===== config.mk =====
export PLATFORM = sky130hd
export DESIGN_NAME = regfile_scoreboard_flat
export DESIGN_NICKNAME = d
export VERILOG_FILES = /design/src/rtl/regfile_pkg.sv /design/src/rtl/regfile_scoreboard_if.sv /design/src/rtl/regfile_clr_fsm.sv /design/src/rtl/regfile_scoreboard.sv /design/src/flat_wrapper.sv
export SDC_FILE = /design/constraint.sdc
export NUM_CORES = 2
export LEC_CHECK = 0
export BUFFER_PORTS_ARGS = -buffer_cell sky130_fd_sc_hd__buf_2
export CORE_ASPECT_RATIO = 1.25
export CORE_MARGIN = 1
export CORE_UTILIZATION = 55
export CTS_CLUSTER_DIAMETER = 120
export DETAILED_ROUTE_END_ITERATION = 8
export PLACE_DENSITY = 0.75
export SLEW_MARGIN = 20
export SYNTH_ARGS = -nofsm -noshare
export SYNTH_HDL_FRONTEND = slang
export SYNTH_SLANG_ARGS = --single-unit

===== constraint.sdc =====
create_clock -name clk -period 4.15 [get_ports clk]
set_input_delay 0.415 -clock clk [delete_from_list [all_inputs] [get_ports clk]]
set_output_delay 0.415 -clock clk [all_outputs]
set_load 0.005 [all_outputs]

===== src/rtl/regfile_pkg.sv =====
// Shared types and default sizing for the register file and its soft-clear sweep.
package regfile_pkg;

   localparam int unsigned DefaultXlen = 32;
   localparam int unsigned DefaultNreg = 32;

   typedef enum logic [0:0] {
      StIdle,
      StSweep
   } clr_state_e;

endpackage


===== src/rtl/regfile_scoreboard_if.sv =====
// Read, writeback, issue and soft-clear signals between the pipeline and the register file.
interface regfile_scoreboard_if #(
   parameter int unsigned XLEN = 32,
   parameter int unsigned NREG = 32
);
   localparam int unsigned AW = $clog2(NREG);

   logic            wr_en;
   logic [AW-1:0]   wr_addr;
   logic [XLEN-1:0] wr_data;
   logic [AW-1:0]   rs1_addr;
   logic [AW-1:0]   rs2_addr;
   logic [XLEN-1:0] rs1_data;
   logic [XLEN-1:0] rs2_data;
   logic            iss_en;
   logic [AW-1:0]   iss_rd;
   logic            stall;
   logic            clr_start;
   logic            clr_busy;

   modport master (
      output wr_en, wr_addr, wr_data, rs1_addr, rs2_addr, iss_en, iss_rd, clr_start,
      input  rs1_data, rs2_data, stall, clr_busy
   );

   modport slave (
      input  wr_en, wr_addr, wr_data, rs1_addr, rs2_addr, iss_en, iss_rd, clr_start,
      output rs1_data, rs2_data, stall, clr_busy
   );
endinterface


===== src/rtl/regfile_clr_fsm.sv =====
// Soft-clear sequencer: walks idx from 1 to NREG-1, one register per cycle.
module regfile_clr_fsm
   import regfile_pkg::*;
#(
   parameter int unsigned NREG = DefaultNreg,
   localparam int unsigned AW  = $clog2(NREG)
) (
   input  logic          clk,
   input  logic          reset,
   input  logic          clr_start_i,
   output logic          clr_busy_o,
   output logic [AW-1:0] idx_o
);

   clr_state_e    state_q, state_d;
   logic [AW-1:0] idx_q, idx_d;

   always_ff @(posedge clk) begin
      if (reset) begin
         state_q <= StIdle;
         idx_q   <= '0;
      end else begin
         state_q <= state_d;
         idx_q   <= idx_d;
      end
   end

   always_comb begin
      state_d    = state_q;
      idx_d      = idx_q;
      clr_busy_o = 1'b0;
      unique case (state_q)
         StIdle: begin
            if (clr_start_i) begin
               state_d = StSweep;
               idx_d   = AW'(1);
            end
         end
         StSweep: begin
            clr_busy_o = 1'b1;
            // Last register cleared this cycle; park idx at 0 rather than wrapping.
            if (idx_q == AW'(NREG - 1)) begin
               state_d = StIdle;
               idx_d   = '0;
            end else begin
               idx_d = idx_q + AW'(1);
            end
         end
         default: begin
            state_d = StIdle;
            idx_d   = '0;
         end
      endcase
   end

   assign idx_o = idx_q;

endmodule


===== src/rtl/regfile_scoreboard.sv =====
// Register file with write bypass, per-register pending scoreboard and a soft-clear sweep.
module regfile_scoreboard
   import regfile_pkg::*;
#(
   parameter int unsigned XLEN = DefaultXlen,
   parameter int unsigned NREG = DefaultNreg,
   localparam int unsigned AW  = $clog2(NREG)
) (
   input logic                  clk,
   input logic                  reset,
   regfile_scoreboard_if.slave  bus
);

   logic [XLEN-1:0] regs_q [NREG];
   logic [XLEN-1:0] regs_d [NREG];
   logic [NREG-1:0] busy_q, busy_d;
   logic            clr_busy;
   logic [AW-1:0]   clr_idx;
   logic [XLEN-1:0] rs1_data, rs2_data;
   logic            hit1, hit2;

   regfile_clr_fsm #(
      .NREG (NREG)
   ) u_clr_fsm (
      .clk         (clk),
      .reset       (reset),
      .clr_start_i (bus.clr_start),
      .clr_busy_o  (clr_busy),
      .idx_o       (clr_idx)
   );

   always_ff @(posedge clk) begin
      if (reset) begin
         for (int i = 0; i < int'(NREG); i++) regs_q[i] <= '0;
         busy_q <= '0;
      end else begin
         for (int i = 0; i < int'(NREG); i++) regs_q[i] <= regs_d[i];
         busy_q <= busy_d;
      end
   end

   always_comb begin
      for (int i = 0; i < int'(NREG); i++) regs_d[i] = regs_q[i];
      busy_d = busy_q;
      if (clr_busy) begin
         regs_d[clr_idx] = '0;
         busy_d[clr_idx] = 1'b0;
      end else begin
         if (bus.wr_en && bus.wr_addr != '0) regs_d[bus.wr_addr] = bus.wr_data;
         if (bus.wr_en) busy_d[bus.wr_addr] = 1'b0;
         // Issue is applied after writeback so a new producer keeps the register pending.
         if (bus.iss_en && bus.iss_rd != '0) busy_d[bus.iss_rd] = 1'b1;
      end
      busy_d[0] = 1'b0;
   end

   assign hit1 = bus.wr_en && (bus.wr_addr == bus.rs1_addr) && (bus.wr_addr != '0);
   assign hit2 = bus.wr_en && (bus.wr_addr == bus.rs2_addr) && (bus.wr_addr != '0);

   always_comb begin
      rs1_data = hit1 ? bus.wr_data : regs_q[bus.rs1_addr];
      rs2_data = hit2 ? bus.wr_data : regs_q[bus.rs2_addr];
      if (bus.rs1_addr == '0) rs1_data = '0;
      if (bus.rs2_addr == '0) rs2_data = '0;
   end

   assign bus.rs1_data = rs1_data;
   assign bus.rs2_data = rs2_data;
   assign bus.clr_busy = clr_busy;
   assign bus.stall    = clr_busy
                       | (busy_q[bus.rs1_addr] & ~(bus.wr_en & (bus.wr_addr == bus.rs1_addr)))
                       | (busy_q[bus.rs2_addr] & ~(bus.wr_en & (bus.wr_addr == bus.rs2_addr)));

endmodule


===== src/flat_wrapper.sv =====
// flat-port wrapper written by rule: the top's interface ports become plain ports
module regfile_scoreboard_flat import regfile_pkg::*;
#(
   parameter int unsigned XLEN = DefaultXlen,
   parameter int unsigned NREG = DefaultNreg,
   localparam int unsigned AW  = $clog2(NREG)
)
  (clk, reset, bus_wr_en, bus_wr_addr, bus_wr_data, bus_rs1_addr, bus_rs2_addr, bus_iss_en, bus_iss_rd, bus_clr_start, bus_rs1_data, bus_rs2_data, bus_stall, bus_clr_busy);
  regfile_scoreboard_if #(.XLEN(XLEN), .NREG(NREG)) bus_i ();
  input logic clk;
  input logic reset;
  input wire logic [$bits(bus_i.wr_en)-1:0] bus_wr_en;
  input wire logic [$bits(bus_i.wr_addr)-1:0] bus_wr_addr;
  input wire logic [$bits(bus_i.wr_data)-1:0] bus_wr_data;
  input wire logic [$bits(bus_i.rs1_addr)-1:0] bus_rs1_addr;
  input wire logic [$bits(bus_i.rs2_addr)-1:0] bus_rs2_addr;
  input wire logic [$bits(bus_i.iss_en)-1:0] bus_iss_en;
  input wire logic [$bits(bus_i.iss_rd)-1:0] bus_iss_rd;
  input wire logic [$bits(bus_i.clr_start)-1:0] bus_clr_start;
  output wire logic [$bits(bus_i.rs1_data)-1:0] bus_rs1_data;
  output wire logic [$bits(bus_i.rs2_data)-1:0] bus_rs2_data;
  output wire logic [$bits(bus_i.stall)-1:0] bus_stall;
  output wire logic [$bits(bus_i.clr_busy)-1:0] bus_clr_busy;
  assign bus_i.wr_en = bus_wr_en;
  assign bus_i.wr_addr = bus_wr_addr;
  assign bus_i.wr_data = bus_wr_data;
  assign bus_i.rs1_addr = bus_rs1_addr;
  assign bus_i.rs2_addr = bus_rs2_addr;
  assign bus_i.iss_en = bus_iss_en;
  assign bus_i.iss_rd = bus_iss_rd;
  assign bus_i.clr_start = bus_clr_start;
  assign bus_rs1_data = bus_i.rs1_data;
  assign bus_rs2_data = bus_i.rs2_data;
  assign bus_stall = bus_i.stall;
  assign bus_clr_busy = bus_i.clr_busy;
  regfile_scoreboard #(.XLEN(XLEN), .NREG(NREG)) u_core (.clk(clk), .reset(reset), .bus(bus_i));
endmodule

==> results.sh <==
export IMPL_outcome="finished with violations"
export IMPL_violations="DRC"
export IMPL_synthXorXnorAreaFrac=0.00163
export IMPL_synth_edf_count=0
export IMPL_grt_pass1_wl_um=304000
export IMPL_critPathCaptureType="output pin"
export IMPL_p_comb_frac=0.085
export IMPL_fin_nets=4977
export IMPL_synth_top_cell_by_area="dfxtp_1"
export IMPL_cts_tree="done"
export IMPL_path_cells="buf_2, or3_1, nor3_2, o311ai_4, buf_4, a211oi_1, buf_4, a221o_1, buf_2"
export IMPL_grt_use_total=0.417
export IMPL_grt_overflow_total=0
export IMPL_rows=127
export IMPL_start_util=0.558
export IMPL_synth_async_sr_flop_share=0
export IMPL_wirelength_um=209000
export IMPL_ys_types=62
export IMPL_swShare=0.256
export IMPL_worst_slew_pin_transition_ns=1.24
export IMPL_cts_buffer_depth=3
export IMPL_dp_slack_ns=0.462
export IMPL_required_ns=3.73
export IMPL_setup_tns_ns=0
export IMPL_cp_start_kind="input pin"
export IMPL_internal_power_mw=16.5
export IMPL_via_per_inst=7.72
export IMPL_synthMuxAreaShare=0.255
export IMPL_layout_drive_gt1_share=0.236
export IMPL_drv_slew=0
export IMPL_setup_violations=0
export IMPL_hp_class="in -> reg"
export IMPL_syn_area_per_cell_um2=10.4
export IMPL_synth_top_family_by_area="multiplexers"
export IMPL_power_frac_clock=0.450
export IMPL_synth_most_common_cell="dfxtp_1"
export IMPL_drtAntennaViolNets=0
export IMPL_p_leak_nw=20.0
export IMPL_ioPinCount=123
export IMPL_dp_hpwl_um=120000
export IMPL_drt_pass1_iterations=9
export IMPL_synth_simple_area_share=0.115
export IMPL_maxCapViolCount=0
export IMPL_synth_compound_area_frac=0.180
export IMPL_wl_per_cell_um=33.3
export IMPL_fin_crit_ns=3.92
export IMPL_synthTopCellsByCount="dfxtp_1, nor2_1, a22oi_1, mux4_2, clkbuf_1"
export IMPL_switchingPower_mw=5.67
export IMPL_synth_nets=5249
export IMPL_die_width_um=281
export IMPL_crit_slowest_cell="o311ai_4"
export IMPL_yosys_register_bits=1061
export IMPL_grt_pass1_vias=46400
export IMPL_power_density_mw_per_mm2=373
export IMPL_period_share=0.944
export IMPL_clock_skew_ns=0.0292
export IMPL_postCtsSetupBuffers=0
export IMPL_worstSetupPathType="in -> out"
export IMPL_slowest_delay_ns=1.07
export IMPL_yosysWarnings=0
export IMPL_gp_congestion=0.968
export IMPL_port_buffers=122
export IMPL_dieArea_mm2=0.0989
export IMPL_clk_insertion_delay_late_ns=0.71
export IMPL_seq_area_frac_synth=0.396
export IMPL_critical_path_top_delay_family="compound AO/OA/AOI/OAI gates"
export IMPL_timing_fmax_ghz=0.255
export IMPL_clkSinkCount=1061
export IMPL_area_growth_pct=10.4
export IMPL_p_seq_frac=0.466
export IMPL_setup_slack_ns=0.234
export IMPL_critical_path_max_fanout=14
export IMPL_arrival_ns=3.50
export IMPL_die_h_um=351
export IMPL_drc=4
export IMPL_synthesis_instances=5187
export IMPL_clkTransAtPathRegs_ns=0.06
export IMPL_cp_buffers_inverters=4
export IMPL_synth_ff_type="dfxtp_1"
export IMPL_vias=48600
export IMPL_synthAdderAreaFrac=0.00116
export IMPL_design_core_area_mm2=0.0963
export IMPL_h_tree_depth=3
export IMPL_cts_buffers=104
export IMPL_cts_root_buf="clkbuf_16"
export IMPL_slew_headroom=0.170
export IMPL_antenna_found_initial=14
export IMPL_rsz0062_at_grt="false"
export IMPL_vdd_drop_max_v=0.000345
export IMPL_grt_max_degree=187
export IMPL_cts_hold_buf=0
export IMPL_synth_top_area_share=0.396
export IMPL_syn_area_mm2=0.0537
export IMPL_synth_area_top_cells="dfxtp_1, mux4_2, a22oi_1"
export IMPL_hold_viol=0
export IMPL_post_cts_resized=0
export IMPL_drtIter0Drc=8869
-- cell families (layout without fill, tap and decap cells) --
kind of cell / Yosys count / count (layout)
XOR/XNOR: 10 / 10
multiplexers: 630 / 630
flip-flops: 1061 / 1061
AND/OR/NAND/NOR: 1467 / 1467
other: 0 / 9
adder cells (fa/ha/maj): 5 / 5
buffers and inverters: 694 / 505
AO/OA/AOI/OAI: 1320 / 1320
-- path summary, 6_finish.rpt --
| check | cells after the start | to | slack (ns) | start |
|---|---|---|---|---|
| worst max-delay path | 9 | bus_rs1_data[2] | 0.23 | bus_wr_addr[4] |
| worst min-delay path | 3 | u_core.u_clr_fsm.state_q | 0.04 | bus_clr_start |
| worst max register to register | 7 | u_core.regs_q[4][7] | 0.80 | u_core.u_clr_fsm.idx_o[0] |
| worst min register to register | 1 | u_core.regs_q[0][30] | 0.47 | u_core.regs_q[0][30] |
-- power by group through the flow --
stage / combinational, mW / sequential [mW] / clock (mW)
6_report: 1.87 / 10.3 / 9.95
3_5_place_dp: 1.79 / 10.5 / 0
5_1_grt: 1.91 / 10.3 / 10.3
4_1_cts: 1.79 / 10.3 / 9.89
3_3_place_gp: 1.78 / 10.5 / 0
2_1_floorplan: 1.18 / 10.5 / 0
-- worst register-to-register path, cell delays in order, from the launching register on --
cell and delay [ns]:
dfxtp_1 0.45, inv_1 0.10, ha_1 0.38, and2_0 0.68, a21oi_4 1.01, buf_4 0.42
a22oi_1 0.13, nor2_1 0.14
-- placed cells by master, fill, tap and decap left out, types with 35 or more instances in the layout --
master	instances
nand2_1	247
nor2_1	853
a22oi_1	838
dfxtp_1	1060
a221oi_1	40
nor2_4	35
mux4_2	589
buf_4	139
clkbuf_16	105
buf_12	37
nand3_1	165
a21oi_1	198
buf_2	113
nor2b_1	46
a211oi_1	58
-- per-stage QoR --
| step | instances | instance area (um2) | utilization | power, mW | hold WS [ns] |
|---|---|---|---|---|---|
| 6_report | 6297 | 59300 | 0.616 | 22.1 | 0.0379 |
| 3_5_place_dp | 6098 | 55700 | 0.579 | 12.3 | 0.451 |
| 3_3_place_gp | 6098 | 55700 | 0.579 | 12.3 | 0.440 |
| 5_1_grt | 6291 | 59300 | 0.615 | 22.5 | 0.0575 |
| 2_1_floorplan | 5187 | 53700 | - | 11.7 | 0.425 |
| 4_1_cts | 6287 | 59200 | 0.615 | 22.0 | 0.0326 |
-- sequential cells by signal, indices dropped and copies added, names as in the netlist --
| name | count |
|---|---|
| u_core.regs_q | 1024 |
| u_core.busy_q | 31 |
| u_core.u_clr_fsm.idx_o | 5 |
| u_core.u_clr_fsm.state_q | 1 |
-- layer usage --
layer,GRT usage,routed length (um),up-vias
li1,-,-,19100
met1,0.498,66800,23500
met2,0.597,88400,4667
met3,0.162,34100,1355
met4,0.335,20000,16
met5,0,100,-
-- final cells by class --
cell class	count	area, um2
diodes	9	22.5
repair buffers	297	2460
flip-flops and latches	1061	21200
clock buffers	139	2970
well taps	1290	1610
inverters	19	72.6
clock inverters	50	554
multi-input cells	3432	30300
fillers	7555	37000
Power figures use the tool's default switching activity.
